## config.mk

```make
export PLATFORM = sky130hd
export DESIGN_NAME = oam_dma
export DESIGN_NICKNAME = d
export VERILOG_FILES = /design/src/rtl/ppu_pkg.sv /design/src/rtl/oam_dma.sv
export SDC_FILE = /design/constraint.sdc
export NUM_CORES = 1
export LEC_CHECK = 0
export BUFFER_PORTS_ARGS = -buffer_cell sky130_fd_sc_hd__buf_2
export CORE_ASPECT_RATIO = 1.4
export CORE_MARGIN = 2
export CORE_UTILIZATION = 44
export CTS_BUF_LIST = sky130_fd_sc_hd__clkbuf_2
export DETAILED_ROUTE_END_ITERATION = 8
export GPL_TIMING_DRIVEN = 0
export PLACE_DENSITY = 0.9
export SETUP_SLACK_MARGIN = 0.15
export SLEW_MARGIN = 10
export SYNTH_ARGS = -nofsm -noshare
export SYNTH_HDL_FRONTEND = slang
export SYNTH_SLANG_ARGS = --single-unit
```

## constraint.sdc

```tcl
create_clock -name clk -period 1.5 [get_ports clk]
set_input_delay 0.225 -clock clk [delete_from_list [all_inputs] [get_ports clk]]
set_output_delay 0.225 -clock clk [all_outputs]
set_load 0.01 [all_outputs]
```

## src/rtl/ppu_pkg.sv

```systemverilog
// rtl/ppu_pkg.sv - shared PPU/APU register map and sprite DMA state type
// Contents:
//   dma_state_t     : sprite DMA sequencer states
//   PPU_REG_OAMDATA : PPU OAM data port address
//   APU_REG_OAMDMA  : CPU address whose write launches a sprite DMA
package ppu_pkg;

   typedef enum logic [2:0] {
      IDLE,
      HALT,
      ALIGN,
      READ,
      WRITE
   } dma_state_t;

   localparam logic [15:0] PPU_REG_OAMDATA = 16'h2004;
   localparam logic [15:0] APU_REG_OAMDMA  = 16'h4014;

endpackage

```

## src/rtl/oam_dma.sv

```systemverilog
// rtl/oam_dma.sv - CPU-side sprite DMA initiator (page -> OAMDATA copy)
// Ports:
//   clk          : CPU cycle clock, one edge per CPU cycle
//   reset        : asynchronous, active-high
//   cpu_addr_in  : CPU bus address
//   cpu_data_in  : CPU write data (source page on a trigger write)
//   WE           : CPU write strobe
//   mem_data_in  : bus read data, valid in the DMA read cycle
//   dma_active   : CPU halt; DMA owns the bus while high
//   dma_addr_out : bus address driven by the DMA
//   dma_data_out : bus write data driven by the DMA
//   dma_we       : DMA write strobe
//   dma_re       : DMA read strobe
module oam_dma
   import ppu_pkg::*;
#(
   parameter logic [15:0] DMA_TRIG_ADDR = APU_REG_OAMDMA,
   parameter logic [15:0] OAM_DATA_ADDR = PPU_REG_OAMDATA,
   parameter int          XFER_LEN      = 256
) (
   input  logic        clk,
   input  logic        reset,
   input  logic [15:0] cpu_addr_in,
   input  logic [7:0]  cpu_data_in,
   input  logic        WE,
   input  logic [7:0]  mem_data_in,
   output logic        dma_active,
   output logic [15:0] dma_addr_out,
   output logic [7:0]  dma_data_out,
   output logic        dma_we,
   output logic        dma_re
);

   localparam logic [7:0] LAST_IDX = 8'(XFER_LEN - 1);

   dma_state_t state;
   logic [7:0] page;
   logic [7:0] idx;
   logic [7:0] latch;
   // 0 = get (even) cycle, 1 = put (odd) cycle; free-running from reset.
   logic       parity;

   always_ff @(posedge clk or posedge reset) begin
      if (reset) begin
         state  <= IDLE;
         page   <= 8'h00;
         idx    <= 8'h00;
         latch  <= 8'h00;
         parity <= 1'b0;
      end else begin
         parity <= ~parity;
         case (state)
            IDLE: begin
               if (WE && (cpu_addr_in == DMA_TRIG_ADDR)) begin
                  page  <= cpu_data_in;
                  idx   <= 8'h00;
                  state <= HALT;
               end
            end
            // Reads must land on get cycles; burn one extra cycle when
            // the cycle after HALT would be a put cycle.
            HALT:    state <= parity ? READ : ALIGN;
            ALIGN:   state <= READ;
            READ: begin
               latch <= mem_data_in;
               state <= WRITE;
            end
            WRITE: begin
               idx   <= idx + 8'd1;
               state <= (idx == LAST_IDX) ? IDLE : READ;
            end
            default: state <= IDLE;
         endcase
      end
   end

   // Pure decode of registered state: no path from the cpu_* inputs.
   always_comb begin
      dma_active   = 1'b0;
      dma_addr_out = 16'h0000;
      dma_data_out = 8'h00;
      dma_we       = 1'b0;
      dma_re       = 1'b0;
      case (state)
         HALT, ALIGN: dma_active = 1'b1;
         READ: begin
            dma_active   = 1'b1;
            dma_re       = 1'b1;
            dma_addr_out = {page, idx};
         end
         WRITE: begin
            dma_active   = 1'b1;
            dma_we       = 1'b1;
            dma_addr_out = OAM_DATA_ADDR;
            dma_data_out = latch;
         end
         default: ;
      endcase
   end

endmodule

```

==> results of run 1 <==
## worst max-delay path by stage
stage                          endpoint  slack (ps)  cells past startpoint
floorplan           page[0]$_DFFE_PP0P_         -40                      5
global placement    page[2]$_DFFE_PP0P_        -260                      6
detailed placement  page[1]$_DFFE_PP0P_        -310                      6
CTS                     dma_data_out[3]        -430                      5
global route            dma_data_out[3]        -560                      5
finish                  dma_data_out[1]        -540                      5
## area by class of cell
cell class | instances | area [sq um]
clock buffers | 3 | 15.0
inverters | 4 | 17.5
multi-input cells | 94 | 858
fillers | 154 | 593
repair buffers | 97 | 778
plain buffers | 6 | 78.8
flip-flops and latches | 28 | 703
well taps | 39 | 48.8
clock inverters | 1 | 30.0
## cells by family after synthesis
group	count (synthesis)
AND/OR/NAND/NOR	58
XOR/XNOR	3
multiplexers	18
AO/OA/AOI/OAI	14
buffers and inverters	10
flip-flops	28
adder cells (fa/ha/maj)	1
## sequential cells by signal, summed over array words and instances (netlist names)
signal	count
idx	8
latch	8
page	8
state	3
parity	1
## cells in the mapped netlist (2+ instances only)
| cell | instances | area, sq um |
|---|---|---|
| and2_1 | 22 | 138 |
| and3_1 | 2 | 12.5 |
| buf_2 | 3 | 15.0 |
| buf_6 | 2 | 22.5 |
| dfrtp_1 | 28 | 701 |
| inv_1 | 4 | 15.0 |
| mux2_1 | 3 | 33.8 |
| mux2_2 | 13 | 146 |
| mux2i_1 | 2 | 20.0 |
| nand2_1 | 10 | 37.5 |
| nand3_1 | 7 | 35.0 |
| nor2_1 | 4 | 15.0 |
| nor2b_1 | 2 | 12.5 |
| o211ai_1 | 4 | 30.0 |
| o21ai_0 | 5 | 25.0 |
| or2_2 | 2 | 12.5 |
| xor2_1 | 2 | 17.5 |
## through the flow
stage / power [W] / setup TNS, ps
2_1_floorplan: 0.00204 / -191
3_3_place_gp: 0.00236 / -2510
3_5_place_dp: 0.00240 / -3400
4_1_cts: 0.00340 / -11350
5_1_grt: 0.00419 / -18560
6_report: 0.00404 / -17020
## layer usage
| metal | wire length (um) | global-route usage [%] | up-vias |
|---|---|---|---|
| li1 | - | - | 658 |
| met1 | 2060 | 31.0 | 737 |
| met2 | 2940 | 41.5 | 98 |
| met3 | 349 | 1.25 | 30 |
| met4 | 279 | 5.98 | 0 |
| met5 | 0 | 0 | - |
## power by group
group	switching [W]	internal [W]	total (W)
logic	0.000915	0.00131	0.00223
registers	0.000313	0.00101	0.00133
clock network	0.000259	0.000229	0.000488
total	0.00149	0.00255	0.00404
## repair_timing
item	CTS	global route
cloned	1	1
endpoints found under the setup margin	48	53
gates resized for setup	42	39
setup buffers	24	10
pin swaps	6	6
## critical path: stages (launching register included)
cell and delay [ps]:
dfrtp_2 510, or3b_4 440, inv_4 100, buf_6 120, and2_4 130, buf_6 90
==> key figures, run 1 <==
Synth
  – Area of the mapped netlist: 1440 sq um
  – Syn Nets: 168
  – Post-Syn Instances: 132
  – Post-synthesis adder-cell area fraction: 0.870%
  – Yosys warning count: 0
  – Simple-gate share of the synthesized area: 24.3%
  – Main synth FF type: dfrtp_1
  – Compound-cell area share of the yosys netlist: 6.52%
  – EDFF count, synth: 0
  – Async SR Flop Fraction: 100%
  – Seq/Total Area, Yosys: 48.7%
  – Yosys cell types: 34
  – Post-synthesis mux area share: 13.9%
  – Xor/xnor share of the synthesized area: 1.83%
  – Post-synthesis register bit count: 28
  – Syn Area/Cell: 10.9 sq um
  – Largest family of logic cells by synthesized area: simple AND/OR/NAND/NOR gates

Cells and area
  – Commonest cells after routing, fill and taps aside: buf_2, buf_6, dfrtp_1
  – Fin area: 2530 sq um
  – Leading cell type in the layout, fill and taps excluded: buf_2
  – Layout cells sized above 1: 68.7%
  – Synthesis-to-finish area growth: 75.8%
  – Post-Route Utilization: 81.0%
  – Layout Cells excl Fill: 272
  – Diodes inserted: 0
  – Nets@finish: 270

Worst setup path
  – Worst reg2reg setup slack: -460 ps
  – Worst Reg2Reg Path Length in Cells: 8
  – Worst Path Max Fanout: 5
  – Reg-to-Reg Start: state[0]$_DFFE_PP0P_
  – Worst path required time: 1270 ps
  – Critical Path Start Type: register
  – Worst path arrival time: 1810 ps
  – Critical path origin: state[0]$_DFFE_PP0P_
  – Critical path class: register to output port
  – Critical Path End Type: output port
  – R2r endpoint: idx[5]$_DFFE_PP0P_

Pwr
  – Pwr Density: 1600 nW/um^2
  – Worst vdd ir: 1030 uV
  – Lkg Pwr: 1.27 nW

GRT
  – Vias in the first global route: 1423
  – Initial antenna violation count: 0
  – Largest net degree at the start of global routing: 29
  – First-pass GRT wire length: 6670 um
  – Total track usage: 23.5%
  – GR Overflow Total: 0

Die
  – # rows: 24
  – Ports: 62
  – Die area: 3750 sq um
  – Die width: 52.3 um
  – Total core area: 3120 sq um
  – DIE HEIGHT: 71.7 um
  – Initial Util: 46.1%

STA
  – Slew Limit Fails: 0
  – Final Setup Violations: 48
  – Fin crit period: 2040 ps
  – Final hold viol count: 0
  – Max_slew headroom: 29.3%
  – Worst slew pin tran: 1060 ps
  – RSZ-0062 raised after global routing: true
  – Fin Hold WS: 6.86 ps
  – Fmax: 0.490 GHz
  – Final Skew: 9.32 ps
  – Final worst slack: -540 ps
  – Final period utilization: 136%

Clocking
  – Max Root-Sink Buffers: 2
  – Clock sinks: 28
  – Post-CTS Hold Buffers: 0
  – CTS tree: built
  – CTS root buffer: clkbuf_2
  – Htree depth: 1
  – Worst-Skew Late Latency: 410 ps
  – CTS Buf Count: 3
  – Clock transition at path regs: 290 ps

Detailed routing
  – Vias: 1523
  – Total Wirelength: 5620 um
  – Residual DRC: 0
  – Post-route ant nets: 0
  – DR pass1 iterations: 4
  – Initial drt markers: 68
  – Drt wl/cell: 20.7 um
  – Vias per cell: 5.60

Place
  – Placed Area: 1870 sq um
  – Placed Cells: 232
  – # port buffers: 61
  – Final GP Congestion: 0.725
  – Setup WS pre-CTS: -312 ps
  – HPWL after detailed placement: 2440 um

Flow run
  – # Max-Cap Violations: 0

Outcome
  – Status: complete, but fails checks
  – Failing checks: negative setup slack

Min path
  – Worst Hold End: page[5]$_DFFE_PP0P_
  – HP Class: input port to register
  – Hold path startpoint: cpu_data_in[5]
  – Hold Crit Depth: 2
Note: power is estimated with default switching activity, not from simulation.
==> inputs of run 2 (changes only) <==
--- a/config.mk
+++ b/config.mk
@@ -6,11 +6,12 @@
 export NUM_CORES = 1
 export LEC_CHECK = 0
 export BUFFER_PORTS_ARGS = -buffer_cell sky130_fd_sc_hd__buf_2
+export CAP_MARGIN = 20
 export CORE_ASPECT_RATIO = 1.4
-export CORE_MARGIN = 2
 export CORE_UTILIZATION = 44
 export CTS_BUF_LIST = sky130_fd_sc_hd__clkbuf_2
 export DETAILED_ROUTE_END_ITERATION = 8
+export GPL_ROUTABILITY_DRIVEN = 0
 export GPL_TIMING_DRIVEN = 0
 export PLACE_DENSITY = 0.9
 export SETUP_SLACK_MARGIN = 0.15
==> run 2 against run 1 <==
  * The run still ends with negative setup slack left
  * Worst setup slack improved by 58 ps
  * Die area shrank 6.5%
  * Non-clock buffer count is 8 lower
  * First-iteration DRC count increased by 56%
  * Critical path depth is the same
  * Utilization down 3.9 points
  * Largest power group unchanged
==> key figures, run 2 (synthesis results as in run 1) <==
Outcome
  – Status: complete, but fails checks
  – Failing checks: negative setup slack

Worst setup path
  – Worst path arrival time: 1760 ps (-50 ps)
  – Critical Path Start Type: register
  – Worst path required time: 1270 ps (about the same)
  – Critical Path End Type: output port
  – Worst Path Max Fanout: 5 (unchanged)
  – Critical path cell sequence: or3b_4 -> inv_4 -> buf_6 -> and2_4 -> buf_6
  – Max incr delay on CP: 480 ps (-30 ps)
  – Critical path class: register to output port
  – Crit-path slowest cell: dfrtp_1
  – CP delay by family, top: simple AND/OR/NAND/NOR gates
  – Crit path top cell by count: buf_6
  – Buf+Inv Stages, Crit Path: 3 (unchanged)

Place
  – # port buffers: 61 (unchanged)
  – Setup WS pre-CTS: -318 ps (-5.16 ps)
  – HPWL after detailed placement: 2460 um (+0.88%)

Cells and area
  – Post-Route Utilization: 77.1% (-3.9 points)
  – Leading cell type in the layout, fill and taps excluded: buf_2
  – Synthesis-to-finish area growth: 67.4%
  – Nets@finish: 262 (-3.0%)
  – Largest registers: idx: 8 flops, latch: 8 flops, page: 8 flops
  – Layout cells sized above 1: 65.3% (-3.3 points)
  – Commonest cells after routing, fill and taps aside: buf_2, buf_6, dfrtp_1
  – Diodes inserted: 0 (unchanged)

Clocking
  – Worst-Skew Late Latency: 390 ps (-20 ps)
  – Max Root-Sink Buffers: 2 (unchanged)
  – CTS tree: built
  – CTS root buffer: clkbuf_2
  – Clock transition at path regs: 300 ps (about the same)
  – Clock sinks: 28 (unchanged)
  – CTS Buf Count: 3 (unchanged)
  – Htree depth: 1 (unchanged)

Die
  – # rows: 24 (unchanged)
  – Initial Util: 46.1% (unchanged)
  – Die width: 50.3 um (-3.8%)
  – DIE HEIGHT: 69.7 um (-2.8%)
  – Die area: 3510 sq um (-6.5%)
  – Total core area: 3120 sq um (unchanged)
  – Ports: 62 (unchanged)

Detailed routing
  – Residual DRC: 0 (unchanged)
  – DR pass1 iterations: 4 (unchanged)
  – Vias: 1511 (-0.79%)
  – Initial drt markers: 106 (+56%)
  – Drt wl/cell: 20.4 um (-1.5%)
  – Total Wirelength: 5380 um (-4.4%)
  – Vias per cell: 5.72 (+2.2%)
  – Post-route ant nets: 0 (unchanged)

STA
  – Fmax: 0.505 GHz (+3.0%)
  – RSZ-0062 raised after global routing: true
  – Final hold viol count: 0 (unchanged)
  – Final worst slack: -482 ps (+58.5 ps)
  – Fin crit period: 1980 ps (-58.5 ps)
  – Final Setup Violations: 45 (-6.3%)
  – Max_slew headroom: 66.2% (+37 points)
  – Fin Hold WS: 33.6 ps (+26.7 ps)
  – Worst slew pin tran: 500 ps (-559 ps)
  – Final period utilization: 132% (-3.9 points)
  – Slew Limit Fails: 0 (unchanged)
  – Final Skew: 22.1 ps (+12.7 ps)

Pwr
  – Worst vdd ir: 1060 uV (+2.9%)
  – Pwr Density: 1560 nW/um^2 (-2.6%)
  – Lkg Pwr: 1.20 nW (-5.0%)

GRT
  – First-pass GRT wire length: 7250 um (+8.8%)
  – Largest net degree at the start of global routing: 29 (unchanged)
  – Vias in the first global route: 1546 (+8.6%)
  – Initial antenna violation count: 0 (unchanged)
  – Total track usage: 27.4% (+3.8 points)
  – GR Overflow Total: 0 (unchanged)

Flow run
  – # Max-Cap Violations: 0 (unchanged)

Min path
  – HP Class: input port to register
[run 2: cell count changes in the layout (fill, tap and decap cells not counted), moves of 2 or more]
cell	delta
and2_1	+6
buf_2	+6
buf_4	-5
buf_6	-9
and2_4	-6
mux2_2	+8
buf_8	-2
mux2_4	-8
[run 2: area by class of cell]
| class | count | area, sq um |
|---|---|---|
| Sequential cell | 28 | 703 |
| Buffer | 6 | 77.6 |
| Fill cell | 188 | 714 |
| Tap cell | 39 | 48.8 |
| Multi-Input combinational cell | 94 | 850 |
| Clock buffer | 3 | 15.0 |
| Clock inverter | 1 | 30.0 |
| Inverter | 4 | 17.5 |
| Timing Repair Buffer | 89 | 667 |
[run 2: routing by layer]
| metal | global-route usage [%] | up-vias | routed length [um] |
|---|---|---|---|
| met2 | 48.6 | 114 | 2930 |
| li1 | - | 644 | - |
| met1 | 31.5 | 726 | 1790 |
| met3 | 4.17 | 27 | 370 |
| met4 | 12.0 | 0 | 289 |
| met5 | 0 | - | 0 |
[run 2: path summary, 6_finish.rpt]
path,startpoint,to,slack [ps],depth (start not counted)
max,state[2]$_DFFE_PP0P_,dma_data_out[0],-480,5
min,mem_data_in[2],latch[2]$_DFFE_PP0N_,30,2
max reg2reg,state[2]$_DFFE_PP0P_,idx[7]$_DFFE_PP0P_,-350,8
min reg2reg,parity$_DFF_PP0_,parity$_DFF_PP0_,470,1
max in group asynchronous,reset,state[0]$_DFFE_PP0P_,760,4
min in group asynchronous,reset,idx[1]$_DFFE_PP0P_,270,3
[run 2: what timing repair did]
item	CTS	global route
endpoints found under the hold margin	0	6
endpoints found under the setup margin	48	53
resized for setup	49	14
pin swaps	9	2
cloned	1	0
hold buffers	0	1
buffers inserted	21	4
[run 2: worst reg2reg max path, stage by stage (launching register included)]
cell     delay [ps]
dfrtp_1         480
or3b_4          440
buf_6           140
buf_6           130
buf_6           120
buf_6           120
nor3_4          110
nand3_2         100
mux2i_1         130
[run 2: power breakdown]
group	switching, W	internal, W	leakage [nW]
registers	0.000311	0.00101	0.342
clock network	0.000247	0.000229	0.0266
logic	0.000903	0.00104	0.833
[run 2: metrics by stage]
step           instance area (sq um)  power (W)  instances  TNS [ps]
3_3_place_gp                    1870    0.00236        232     -2590
6_report                        2410    0.00375        264    -13830
5_1_grt                         2410    0.00389        264    -16180
2_1_floorplan                   1510    0.00204        132      -191
3_5_place_dp                    1870    0.00242        232     -3450
4_1_cts                         2280    0.00338        258    -12500
